### src/rtl/mux_arb_nxw_pkg.sv
// ----------------------------------------------------------------------------
// mux_arb_nxw_pkg
// Shared definitions for the N-channel registered selector/arbiter:
//   MODE_FIXED / MODE_RR  - values of the Mode input
//   sel_width()           - clog2 with a floor of 1, sizes select/ID fields
// ----------------------------------------------------------------------------
package mux_arb_nxw_pkg;

   localparam logic MODE_FIXED = 1'b0;
   localparam logic MODE_RR    = 1'b1;

   // Number of bits needed to encode n channel indices, never less than 1.
   function automatic int sel_width(input int n);
      int w;
      w = 1;
      for (int i = 1; i < 31; i++) begin
         if ((32'sd1 << i) < n) begin
            w = i + 1;
         end else begin
            w = w;
         end
      end
      return w;
   endfunction

endpackage

### src/rtl/mux_arb_nxw_if.sv
// ----------------------------------------------------------------------------
// mux_arb_nxw_if
// Bundles the producer-side and consumer-side handshake/data signals of
// mux_arb_nxw.
//   Mode, S             - arbitration mode and fixed-mode channel select
//   A, Valid_in         - flattened channel data and per-channel valid
//   Ready_in            - per-channel ready (combinational from the block)
//   Y, Y_ch, Y_valid    - registered output data, source channel, valid
//   Y_ready             - consumer accept
// Modports: master = environment (producers + consumer), slave = the block.
// ----------------------------------------------------------------------------
interface mux_arb_nxw_if #(
   parameter int WIDTH = 32,
   parameter int N     = 4
);
   import mux_arb_nxw_pkg::*;

   localparam int SW = sel_width(N);

   logic                 Mode;
   logic [SW-1:0]        S;
   logic [N*WIDTH-1:0]   A;
   logic [N-1:0]         Valid_in;
   logic [N-1:0]         Ready_in;
   logic [WIDTH-1:0]     Y;
   logic [SW-1:0]        Y_ch;
   logic                 Y_valid;
   logic                 Y_ready;

   modport master (
      output Mode, S, A, Valid_in, Y_ready,
      input  Ready_in, Y, Y_ch, Y_valid
   );

   modport slave (
      input  Mode, S, A, Valid_in, Y_ready,
      output Ready_in, Y, Y_ch, Y_valid
   );

endinterface

### src/rtl/mux_arb_nxw_rr_pick.sv
// ----------------------------------------------------------------------------
// rr_pick
// Round-robin picker: finds the first set request scanning from ptr_i upward
// with wrap-around.
//   req_i    - request vector
//   ptr_i    - scan start index (must be < N)
//   grant_o  - one-hot grant
//   idx_o    - encoded index of the granted request
//   any_o    - at least one request was granted
// The request vector is concatenated with itself and rotated down by ptr_i,
// so a plain lowest-bit priority search on the rotated vector implements the
// wrap-around scan; the found offset is then mapped back by adding ptr_i mod N.
// ----------------------------------------------------------------------------
module rr_pick
   import mux_arb_nxw_pkg::*;
#(
   parameter int N  = 4,
   parameter int SW = sel_width(N)
) (
   input  logic [N-1:0]  req_i,
   input  logic [SW-1:0] ptr_i,
   output logic [N-1:0]  grant_o,
   output logic [SW-1:0] idx_o,
   output logic          any_o
);

   logic [2*N-1:0] dbl_s;
   logic [N-1:0]   rot_s;
   logic [SW-1:0]  off_s;
   logic           found_s;
   logic [SW:0]    sum_s;

   // Rotate the doubled request vector so bit 0 corresponds to ptr_i.
   always_comb begin
      dbl_s = {req_i, req_i};
      rot_s = '0;
      for (int i = 0; i < N; i++) begin
         rot_s[i] = dbl_s[i + int'(ptr_i)];
      end
   end

   // Lowest set bit of the rotated vector is the offset from ptr_i.
   always_comb begin
      found_s = 1'b0;
      off_s   = '0;
      for (int k = N - 1; k >= 0; k--) begin
         if (rot_s[k]) begin
            found_s = 1'b1;
            off_s   = SW'(k);
         end else begin
            found_s = found_s;
         end
      end
   end

   // Map the offset back to an absolute channel index and build the grant.
   always_comb begin
      sum_s = {1'b0, ptr_i} + {1'b0, off_s};
      if (sum_s >= (SW+1)'(N)) begin
         sum_s = sum_s - (SW+1)'(N);
      end else begin
         sum_s = sum_s;
      end
      idx_o = sum_s[SW-1:0];
      any_o = found_s;
      if (found_s) begin
         grant_o = N'(1'b1) << sum_s[SW-1:0];
      end else begin
         grant_o = '0;
      end
   end

endmodule

### src/rtl/mux_arb_nxw.sv
// ----------------------------------------------------------------------------
// mux_arb_nxw
// N-channel, WIDTH-bit selector with a registered output stage and
// valid/ready handshakes on both sides. Mode selects a fixed channel (S) or
// round-robin arbitration among valid channels.
//   Clk   - clock, rising edge
//   Clrn  - asynchronous active-low reset
//   bus   - mux_arb_nxw_if.slave: Mode, S, A, Valid_in, Ready_in,
//           Y, Y_ch, Y_valid, Y_ready
// Ready_in depends only on handshake/control state, never on A, so the data
// path has no combinational route to any output.
// ----------------------------------------------------------------------------
module mux_arb_nxw
   import mux_arb_nxw_pkg::*;
#(
   parameter int WIDTH = 32,
   parameter int N     = 4
) (
   input  logic           Clk,
   input  logic           Clrn,
   mux_arb_nxw_if.slave   bus
);

   localparam int SW = sel_width(N);

   // Output register and round-robin pointer
   logic [WIDTH-1:0] y_q,    y_d;
   logic [SW-1:0]    ych_q,  ych_d;
   logic             yv_q,   yv_d;
   logic [SW-1:0]    ptr_q,  ptr_d;

   // Arbitration results
   logic [N-1:0]     fix_grant_s;
   logic             fix_any_s;
   logic [N-1:0]     rr_grant_s;
   logic [SW-1:0]    rr_idx_s;
   logic             rr_any_s;
   logic [N-1:0]     grant_s;
   logic [SW-1:0]    gidx_s;
   logic             any_s;
   logic             can_load_s;
   logic             xfer_s;
   logic [N-1:0]     ready_s;
   logic [WIDTH-1:0] sel_data_s;

   rr_pick #(
      .N  (N),
      .SW (SW)
   ) u_rr_pick (
      .req_i   (bus.Valid_in),
      .ptr_i   (ptr_q),
      .grant_o (rr_grant_s),
      .idx_o   (rr_idx_s),
      .any_o   (rr_any_s)
   );

   // Fixed-mode decode; an out-of-range S (non power-of-two N) grants nothing.
   always_comb begin
      fix_grant_s = '0;
      if ({1'b0, bus.S} < (SW+1)'(N)) begin
         fix_grant_s[bus.S] = bus.Valid_in[bus.S];
      end else begin
         fix_grant_s = '0;
      end
      fix_any_s = |fix_grant_s;
   end

   // Mode mux between fixed decode and round-robin picker.
   always_comb begin
      case (bus.Mode)
         MODE_FIXED: begin
            grant_s = fix_grant_s;
            gidx_s  = bus.S;
            any_s   = fix_any_s;
         end
         MODE_RR: begin
            grant_s = rr_grant_s;
            gidx_s  = rr_idx_s;
            any_s   = rr_any_s;
         end
         default: begin
            grant_s = '0;
            gidx_s  = '0;
            any_s   = 1'b0;
         end
      endcase
   end

   // Handshake: ready only to the granted channel, and never while in reset.
   always_comb begin
      can_load_s = !yv_q || bus.Y_ready;
      xfer_s     = can_load_s && any_s && Clrn;
      if (Clrn && can_load_s) begin
         ready_s = grant_s;
      end else begin
         ready_s = '0;
      end
   end

   // Granted channel's data slice; only meaningful when xfer_s is set.
   always_comb begin
      sel_data_s = bus.A[int'(gidx_s) * WIDTH +: WIDTH];
   end

   // Next-state: load on transfer, drain on accept without replacement.
   always_comb begin
      y_d   = y_q;
      ych_d = ych_q;
      yv_d  = yv_q;
      ptr_d = ptr_q;
      if (xfer_s) begin
         y_d   = sel_data_s;
         ych_d = gidx_s;
         yv_d  = 1'b1;
         if (bus.Mode == MODE_RR) begin
            if (gidx_s == SW'(N - 1)) begin
               ptr_d = '0;
            end else begin
               ptr_d = gidx_s + SW'(1);
            end
         end else begin
            ptr_d = ptr_q;
         end
      end else if (yv_q && bus.Y_ready) begin
         yv_d = 1'b0;
      end else begin
         yv_d = yv_q;
      end
   end

   // State registers with asynchronous clear.
   always_ff @(posedge Clk or negedge Clrn) begin
      if (!Clrn) begin
         y_q   <= '0;
         ych_q <= '0;
         yv_q  <= 1'b0;
         ptr_q <= '0;
      end else begin
         y_q   <= y_d;
         ych_q <= ych_d;
         yv_q  <= yv_d;
         ptr_q <= ptr_d;
      end
   end

   assign bus.Ready_in = ready_s;
   assign bus.Y        = y_q;
   assign bus.Y_ch     = ych_q;
   assign bus.Y_valid  = yv_q;

endmodule

### src/flat_wrapper.sv
// flat-port wrapper written by rule: the top's interface ports become plain ports
module mux_arb_nxw_flat import mux_arb_nxw_pkg::*;
#(
   parameter int WIDTH = 32,
   parameter int N     = 4
)
  (Clk, Clrn, bus_Mode, bus_S, bus_A, bus_Valid_in, bus_Y_ready, bus_Ready_in, bus_Y, bus_Y_ch, bus_Y_valid);
  mux_arb_nxw_if #(.WIDTH(WIDTH), .N(N)) bus_i ();
  input  logic Clk;
  input  logic Clrn;
  input wire logic [$bits(bus_i.Mode)-1:0] bus_Mode;
  input wire logic [$bits(bus_i.S)-1:0] bus_S;
  input wire logic [$bits(bus_i.A)-1:0] bus_A;
  input wire logic [$bits(bus_i.Valid_in)-1:0] bus_Valid_in;
  input wire logic [$bits(bus_i.Y_ready)-1:0] bus_Y_ready;
  output wire logic [$bits(bus_i.Ready_in)-1:0] bus_Ready_in;
  output wire logic [$bits(bus_i.Y)-1:0] bus_Y;
  output wire logic [$bits(bus_i.Y_ch)-1:0] bus_Y_ch;
  output wire logic [$bits(bus_i.Y_valid)-1:0] bus_Y_valid;
  assign bus_i.Mode = bus_Mode;
  assign bus_i.S = bus_S;
  assign bus_i.A = bus_A;
  assign bus_i.Valid_in = bus_Valid_in;
  assign bus_i.Y_ready = bus_Y_ready;
  assign bus_Ready_in = bus_i.Ready_in;
  assign bus_Y = bus_i.Y;
  assign bus_Y_ch = bus_i.Y_ch;
  assign bus_Y_valid = bus_i.Y_valid;
  mux_arb_nxw #(.WIDTH(WIDTH), .N(N)) u_core (.Clk(Clk), .Clrn(Clrn), .bus(bus_i));
endmodule
### config.mk
export PLATFORM = sky130hd
export DESIGN_NAME = mux_arb_nxw_flat
export DESIGN_NICKNAME = d
export VERILOG_FILES = /design/src/rtl/mux_arb_nxw_pkg.sv /design/src/rtl/mux_arb_nxw_if.sv /design/src/rtl/mux_arb_nxw_rr_pick.sv /design/src/rtl/mux_arb_nxw.sv /design/src/flat_wrapper.sv
export SDC_FILE = /design/constraint.sdc
export NUM_CORES = 1
export LEC_CHECK = 0
export BUFFER_PORTS_ARGS = -buffer_cell sky130_fd_sc_hd__buf_2
export CELL_PAD_IN_SITES_DETAIL_PLACEMENT = 0
export CELL_PAD_IN_SITES_GLOBAL_PLACEMENT = 1
export CORE_MARGIN = 4
export CORE_UTILIZATION = 34
export DETAILED_ROUTE_END_ITERATION = 12
export PLACE_DENSITY_LB_ADDON = 0.1
export SYNTH_ARGS = -nofsm -noshare
export SYNTH_HDL_FRONTEND = slang
export SYNTH_SLANG_ARGS = --single-unit
### constraint.sdc
create_clock -name Clk -period 10.1 [get_ports Clk]
set_input_delay 0.505 -clock Clk [delete_from_list [all_inputs] [get_ports Clk]]
set_output_delay 0.505 -clock Clk [all_outputs]
set_load 0.01 [all_outputs]
### After elaboration in Yosys (flattened, before gate mapping)

Index checks and enable logic that the tools add are counted.

* add/sub/neg operators: 6
* magnitude comparators: 7
* equal/unequal tests: 1
* shift operators: 2
* mux-type cells: 32
* bitwise gates (word level): 2
* reduce and logical (&&, ||, !) cells: 10

Operators with widths (number)
* indexed part select 128 x 8 -> 32 bit: 1
* 2-to-1 mux 1 bit: 15
* < comparator 3 x 4 -> 1 bit (second input constant): 3
* 2-to-1 mux 2 bit: 6
* binary-select mux 1 bit (select 3 bit): 3
* 2-to-1 mux 4 bit: 2
* case mux 4 bit (2 select lines): 1
* adder 2 x 2 -> 3 bit (first input constant): 2
* logical AND 1 bit: 5
* AND 4 bit: 1
* binary-select mux 1 bit (select 2 bit): 2
* < comparator 2 x 4 -> 1 bit (second input constant): 1
* case mux 2 bit (2 select lines): 1
* OR reduction 4 bit: 1
* << shifter 1 x 2 -> 4 bit (first input constant): 1
* adder 1 x 2 -> 3 bit (first input constant): 1
* adder 2 x 2 -> 3 bit: 1
* >= comparator 3 bit (second input constant): 1
* < comparator 2 x 3 -> 1 bit (second input constant): 1
* adder 2 x 1 -> 2 bit (second input constant): 1
* demux 1 bit (select 2 bit): 1
* equality test 2 bit (second input constant): 1
* >= comparator 2 x 1 -> 1 bit (second input constant): 1
* case mux 1 bit (2 select lines): 1
* other kinds (6): 6

* flip-flop bits (word level): 37
* bits of input ports: 138
* output and inout port bits: 39
* logic and storage cells: 64

### Longest topological paths before layout

* depth in word-level cells: 15
* gate-level depth with buffers: 12
* depth with buffers taken out: 10

### Modules after synthesis

Synthesis repeated with hierarchy kept, for this count alone.

* cell total of the unflattened synthesis: 170
* area, all modules: 2601.2 um^2

By module, submodules not included
* mux_arb_nxw: times used 1, cells each 145, area each 2344.7 um^2, seq. area each 925.9 um^2
* rr_pick: times used 1, cells each 25, area each 256.5 um^2, seq. area each 0.0 um^2

### Worst setup path before layout

No wires, ideal clock.

* path type: reg2out
* start point: reg u_core.ptr_q[0]
* end point: out bus_Ready_in[1]
* arrival: 2699 ps
* data required time: 9595 ps
* slack: 6896 ps
* cell stages (with the launch flop): 12
* path buffers: 2
* path through: dfrtp_1 > ha_1 > mux4_2 > a21oi_1 > nor2_1 > ha_1 > xnor2_1 > nor2_1 > o21a_1 > buf_2 > buf_2 > nor4_1

* word-level cells in the longest chain between the ends: 15
* elaborated cells on any way between the ends: 30
* classes of those cells: add/sub: 5; order compare: 1; shift: 1; mux: 23

Ends and longest elaborated chain
* start: declaration: line mux_arb_nxw.sv:30 `logic [SW-1:0] ptr_q, ptr_d;`
* start signal: assignment: line mux_arb_nxw.sv:142 `ptr_q <= ptr_d;`
* adder 2 x 2 -> 3 bit: line mux_arb_nxw_rr_pick.sv:38 `rot_s[i] = dbl_s[i + int'(ptr_i)];`
* binary-select mux 1 bit (select 3 bit): line mux_arb_nxw_rr_pick.sv:38
* 2-to-1 mux 1 bit (not written as such) (2 in a row): line mux_arb_nxw_rr_pick.sv:38
* 2-to-1 mux 2 bit (4 in a row): line mux_arb_nxw_rr_pick.sv:47 `if (rot_s[k]) begin`
* adder 2 x 2 -> 3 bit: line mux_arb_nxw_rr_pick.sv:58 `sum_s = {1'b0, ptr_i} + {1'b0, off_s};`
* >= comparator 3 bit or subtractor 2 x 1 -> 2 bit (tied branches): line mux_arb_nxw_rr_pick.sv:59, mux_arb_nxw_rr_pick.sv:60
* 2-to-1 mux 2 bit: line mux_arb_nxw_rr_pick.sv:59 `if (sum_s >= (SW+1)'(N)) begin`
* << shifter 1 x 2 -> 4 bit: line mux_arb_nxw_rr_pick.sv:67 `grant_o = N'(1'b1) << sum_s[SW-1:0];`
* 2-to-1 mux 4 bit (*): line mux_arb_nxw_rr_pick.sv:66 `if (found_s) begin`
* case mux 4 bit (2 select lines) (*): line mux_arb_nxw.sv:70 `case (bus.Mode)`
* 2-to-1 mux 4 bit (*): line mux_arb_nxw.sv:93 `if (Clrn && can_load_s) begin`
* end: declaration: line flat_wrapper.sv:16 `output wire logic [$bits(bus_i.Ready_in)-1:0] bus_Ready_in;`

Every way passes the cells marked *; elsewhere a longest branch is shown, timed or not. The select of a mux whose other input is x is not followed.

### Worst setup path in the final report

* start point: reg u_core.ptr_q[0]
* end point: reg u_core.y_q[27] (netlist: u_core.bus.Y[27])

* word-level cells in the longest chain between the ends: 13
* elaborated cells on any way between the ends: 31
* classes of those cells: add/sub: 5; order compare: 1; shift: 1; mux: 22; reduce/logical: 2

Ends and longest elaborated chain
* adder 2 x 2 -> 3 bit: line mux_arb_nxw_rr_pick.sv:38
* binary-select mux 1 bit (select 3 bit): line mux_arb_nxw_rr_pick.sv:38
* 2-to-1 mux 1 bit (not written as such) (2 in a row): line mux_arb_nxw_rr_pick.sv:38
* 2-to-1 mux 2 bit (4 in a row): line mux_arb_nxw_rr_pick.sv:47
* adder 2 x 2 -> 3 bit: line mux_arb_nxw_rr_pick.sv:58
* >= comparator 3 bit or subtractor 2 x 1 -> 2 bit (tied branches): line mux_arb_nxw_rr_pick.sv:59, mux_arb_nxw_rr_pick.sv:60
* 2-to-1 mux 2 bit: line mux_arb_nxw_rr_pick.sv:59
* case mux 2 bit (2 select lines): line mux_arb_nxw.sv:70
* indexed part select 128 x 8 -> 32 bit: line mux_arb_nxw.sv:102 `sel_data_s = bus.A[int'(gidx_s) * WIDTH +: WIDTH];`
* end signal: assignment: line mux_arb_nxw.sv:139 `y_q <= y_d;`
* end: declaration: line mux_arb_nxw.sv:27 `logic [WIDTH-1:0] y_q, y_d;`

Several ways; a longest one is shown, not always the timed one. The select of a mux whose other input is x is not followed.
A chain may end at the register's enable or synchronous reset.

==> key figures <==
Outcome
  • Status: completed

GRT
  • Met3 Usage GRT: 4.66%
  • Global route overflow: 0
  • Wire length of the first global-routing pass: 16.6 mm
  • Initial antenna violation count: 0
  • Total Routing Usage GR: 18.3%
  • GRT Max-Usage Layer: met2
  • Met1 Resource Use GR: 23.1%
  • Pin count of the biggest net entering global routing: 70
  • Met2 Use GR: 31.3%
  • Via count of the first global-routing pass: 3311

CTS
  • Number of buffers created by CTS: 5
  • TritonCTS sink count: 37
  • Clk buf depth: 2
  • Clock transition at the registers of the reported paths: 0.08 ns
  • Worst skew pair latency: 0.29 ns
  • Post-CTS Resized: 0
  • CTS Hold Buffers Added: 0
  • H-Tree Level Count: 2
  • Post-CTS Setup Inserts: 0
  • Clock tree from TritonCTS: done
  • Clock tree root driver cell: sky130_fd_sc_hd__clkbuf_8

Timing
  • Hold Worst Slack: 0.354 ns
  • Fmax achieved: 280 MHz
  • Count of endpoints failing setup in the final report: 0
  • RSZ-0062 raised after global routing: false
  • Final Hold Violating Endpoints: 0
  • Final count of pins violating max slew: 0
  • Post-layout min period: 3.57 ns
  • Share of the clock period used by the worst path: 35.3%
  • Slew of the pin with the lowest slew margin: 1.15 ns
  • Final worst clock skew: 0.00700 ns
  • Relative slew margins: 23.1%
  • Final TNS setup: 0 ns

Synth
  • Syn_area_per_cell: 8.62 µm²
  • Count of flip-flops with a built-in enable after synthesis: 0
  • Number of distinct library cells after synthesis: 35
  • Fraction of the yosys area taken by sequential cells: 29.9%
  • Post-Synthesis Net Count: 500
  • Post-synthesis cell count: 360
  • Share of async-settable or async-resettable flops after synthesis: 100%
  • Commonest register cell after synthesis: sky130_fd_sc_hd__dfrtp_1
  • Post-synthesis register bit count: 37
  • Yosys synthesis warning count: 0
  • Cell Area, Synth: 3100 µm²

Detailed routing
  • Vias after detailed routing: 3260
  • Mean routed wirelength per cell: 16.2 µm
  • Final wirelength: 10.1 mm
  • DRT Pass-1 Iters: 4
  • Post-detailed-route via-to-cell ratio: 5.27
  • DRT antenna net count: 0
  • DRT iter0 DRCs: 161
  • Post-route DRC violation count: 0

Place
  • Post-DP HPWL: 6.97 mm
  • Number of buffers added on ports: 176
  • Routability Congestion: 0.765
  • Instance count after placement with tap cells included: 612

Floorplanning
  • Die Area: 10700 µm²
  • Number of top-level pins: 177
  • Floorplan Core Area: 8810 µm²
  • Die outline width: 104 µm
  • Die Height: 104 µm
  • Initial core utilization: 35.2%
  • Placement row count: 34

Worst setup path
  • Startpoint type of the worst setup path: flip-flop
  • Worst Path Required: 10.23 ns
  • Arrival time of data at the critical path endpoint: 3.69 ns
  • FF-to-FF End: u_core.bus.Y[27]
  • Worst-path maximum fanout: 66
  • FF-to-FF path depth: 10
  • R2R Path Start: u_core.ptr_q[0]
  • Register-to-register setup slack: 6.53 ns
  • Type of the worst setup path: flip-flop to flip-flop
  • Endpoint type of the worst setup path: flip-flop

Final layout
  • Final-stage net count: 651
  • Count of inserted antenna diode cells: 0
  • Most common cell after layout, fill and taps aside: sky130_fd_sc_hd__buf_2
  • Fillers: 925
  • Synthesis-to-finish area growth: 31.1%
  • Fraction of final layout cells sized beyond drive strength 1: 45.4%
  • Most used cells in the layout excluding fill and tap cells: 176 x sky130_fd_sc_hd__buf_2, 71 x sky130_fd_sc_hd__nand2_1, 37 x sky130_fd_sc_hd__dfrtp_1, 34 x sky130_fd_sc_hd__nor3_1
  • Filler-free cell count of the finished design: 619

Pwr
  • Peak supply drop: 138 µV
  • Sw Pwr: 0.508 mW
  • Total leakage power: 2.08 nW
  • Power per cell area: 273 nW/µm²
  • Switching share of power: 45.8%
  • Gate power share: 66.4%
  • Overall power: 1.11 mW
  • P_int: 0.602 mW
  • Proportion of power drawn by flip-flops and latches: 23.7%
  • Clock Power Share: 9.9%

Hold path
  • Worst Hold Class: primary input to async pin

Run
  • Max-capacitance violation count: 0
[power by group through the flow]
| stage | Combinational [mW] | Sequential (mW) | Clock, mW |
|---|---|---|---|
| after floorplan | 0.515 | 0.296 | 0 |
| after global placement | 0.740 | 0.263 | 0 |
| after detailed placement | 0.747 | 0.265 | 0 |
| after CTS | 0.748 | 0.263 | 0.114 |
| after global routing | 0.818 | 0.273 | 0.120 |
| final | 0.736 | 0.263 | 0.110 |
[synthesized netlist by cell type, types with 2 or more instances]
master	n	area, µm²
sky130_fd_sc_hd__nor4_1	2	12.5
sky130_fd_sc_hd__ha_1	2	25.0
sky130_fd_sc_hd__nand2_1	72	270
sky130_fd_sc_hd__buf_6	4	45.0
sky130_fd_sc_hd__buf_2	16	80.1
sky130_fd_sc_hd__mux2_2	32	360
sky130_fd_sc_hd__a21oi_1	4	20.0
sky130_fd_sc_hd__nor2_1	6	22.5
sky130_fd_sc_hd__nor3_1	34	170
sky130_fd_sc_hd__o21ai_0	2	10.0
sky130_fd_sc_hd__or3_1	3	18.8
sky130_fd_sc_hd__a211o_1	2	17.5
sky130_fd_sc_hd__o21ai_1	3	15.0
sky130_fd_sc_hd__a31oi_1	33	206
sky130_fd_sc_hd__mux2i_1	33	330
sky130_fd_sc_hd__dfrtp_1	37	926
sky130_fd_sc_hd__inv_1	2	7.51
sky130_fd_sc_hd__clkbuf_1	14	52.6
sky130_fd_sc_hd__buf_4	2	15.0
sky130_fd_sc_hd__nand3_1	4	20.0
sky130_fd_sc_hd__o31ai_1	33	248
sky130_fd_sc_hd__buf_1	2	7.51
sky130_fd_sc_hd__nand2b_1	2	12.5
sky130_fd_sc_hd__mux4_2	5	113
[kinds of logic (layout without fill, tap and decap cells)]
group / after synthesis / after routing / synth area share, %
xor+xnor: 1 / 1 / 0.282
buf+inv: 40 / 191 / 6.70
simple gates: 130 / 130 / 19.0
flops: 37 / 37 / 29.9
fa+ha+maj: 2 / 2 / 0.807
compound gates: 80 / 80 / 17.4
mux: 70 / 70 / 25.9
[worst max path at each step]
stage                         start          endpoint  slack, ns  cells after the start
finish              u_core.ptr_q[0]  u_core.bus.Y[27]       6.53                     10
global route        u_core.ptr_q[0]  u_core.bus.Y[13]       6.25                     11
CTS                 u_core.ptr_q[0]   u_core.bus.Y[5]       6.53                     10
detailed placement  u_core.ptr_q[0]  u_core.bus.Y[19]       6.53                     10
global placement    u_core.ptr_q[0]   u_core.bus.Y[6]       6.62                     10
floorplan           u_core.ptr_q[0]   bus_Ready_in[1]       6.90                     11
[layout make-up]
cell class / count / area, µm² / area share (%)
repair buffers: 182 / 926 / 22.8
well taps: 108 / 135 / 3.32
clock buffers: 7 / 86.3 / 2.12
inverters: 2 / 7.51 / 0.185
flip-flops and latches: 37 / 926 / 22.8
multi-input cells: 283 / 1980 / 48.8
[per-stage QoR]
stage | cell area (µm²) | setup slack (ns) | util, %
after global routing | 4070 | 6.25 | 46.2
final | 4070 | 6.53 | 46.2
after CTS | 4070 | 6.53 | 46.2
after detailed placement | 3980 | 6.53 | 45.2
after global placement | 3980 | 6.62 | 45.2
after floorplan | 3100 | 6.90 | -
[sequential cells by signal (all words and copies together), names as in the netlist]
name                count
u_core.bus.Y_valid      1
u_core.ptr_q            2
u_core.bus.Y           32
u_core.bus.Y_ch         2
[routing by layer]
metal  up-vias  routed length (µm)  share of wire, %
met1      1480                4280                43
met4         0                  93              0.92
met2       132                4890                49
met5         -                   0                 0
li1       1640                   -                 -
met3         8                 791               7.9
[critical path, stage by stage, from the launching register on]
cell	delay [ns]
sky130_fd_sc_hd__dfrtp_1	0.49
sky130_fd_sc_hd__ha_1	0.37
sky130_fd_sc_hd__mux4_2	0.35
sky130_fd_sc_hd__a21oi_1	0.17
sky130_fd_sc_hd__nor2_1	0.06
sky130_fd_sc_hd__ha_1	0.37
sky130_fd_sc_hd__mux2i_4	0.16
sky130_fd_sc_hd__buf_4	0.74
sky130_fd_sc_hd__mux2_2	0.42
sky130_fd_sc_hd__a31oi_1	0.16
sky130_fd_sc_hd__o31ai_1	0.10
No activity file was read; power rests on OpenSTA's default activity.
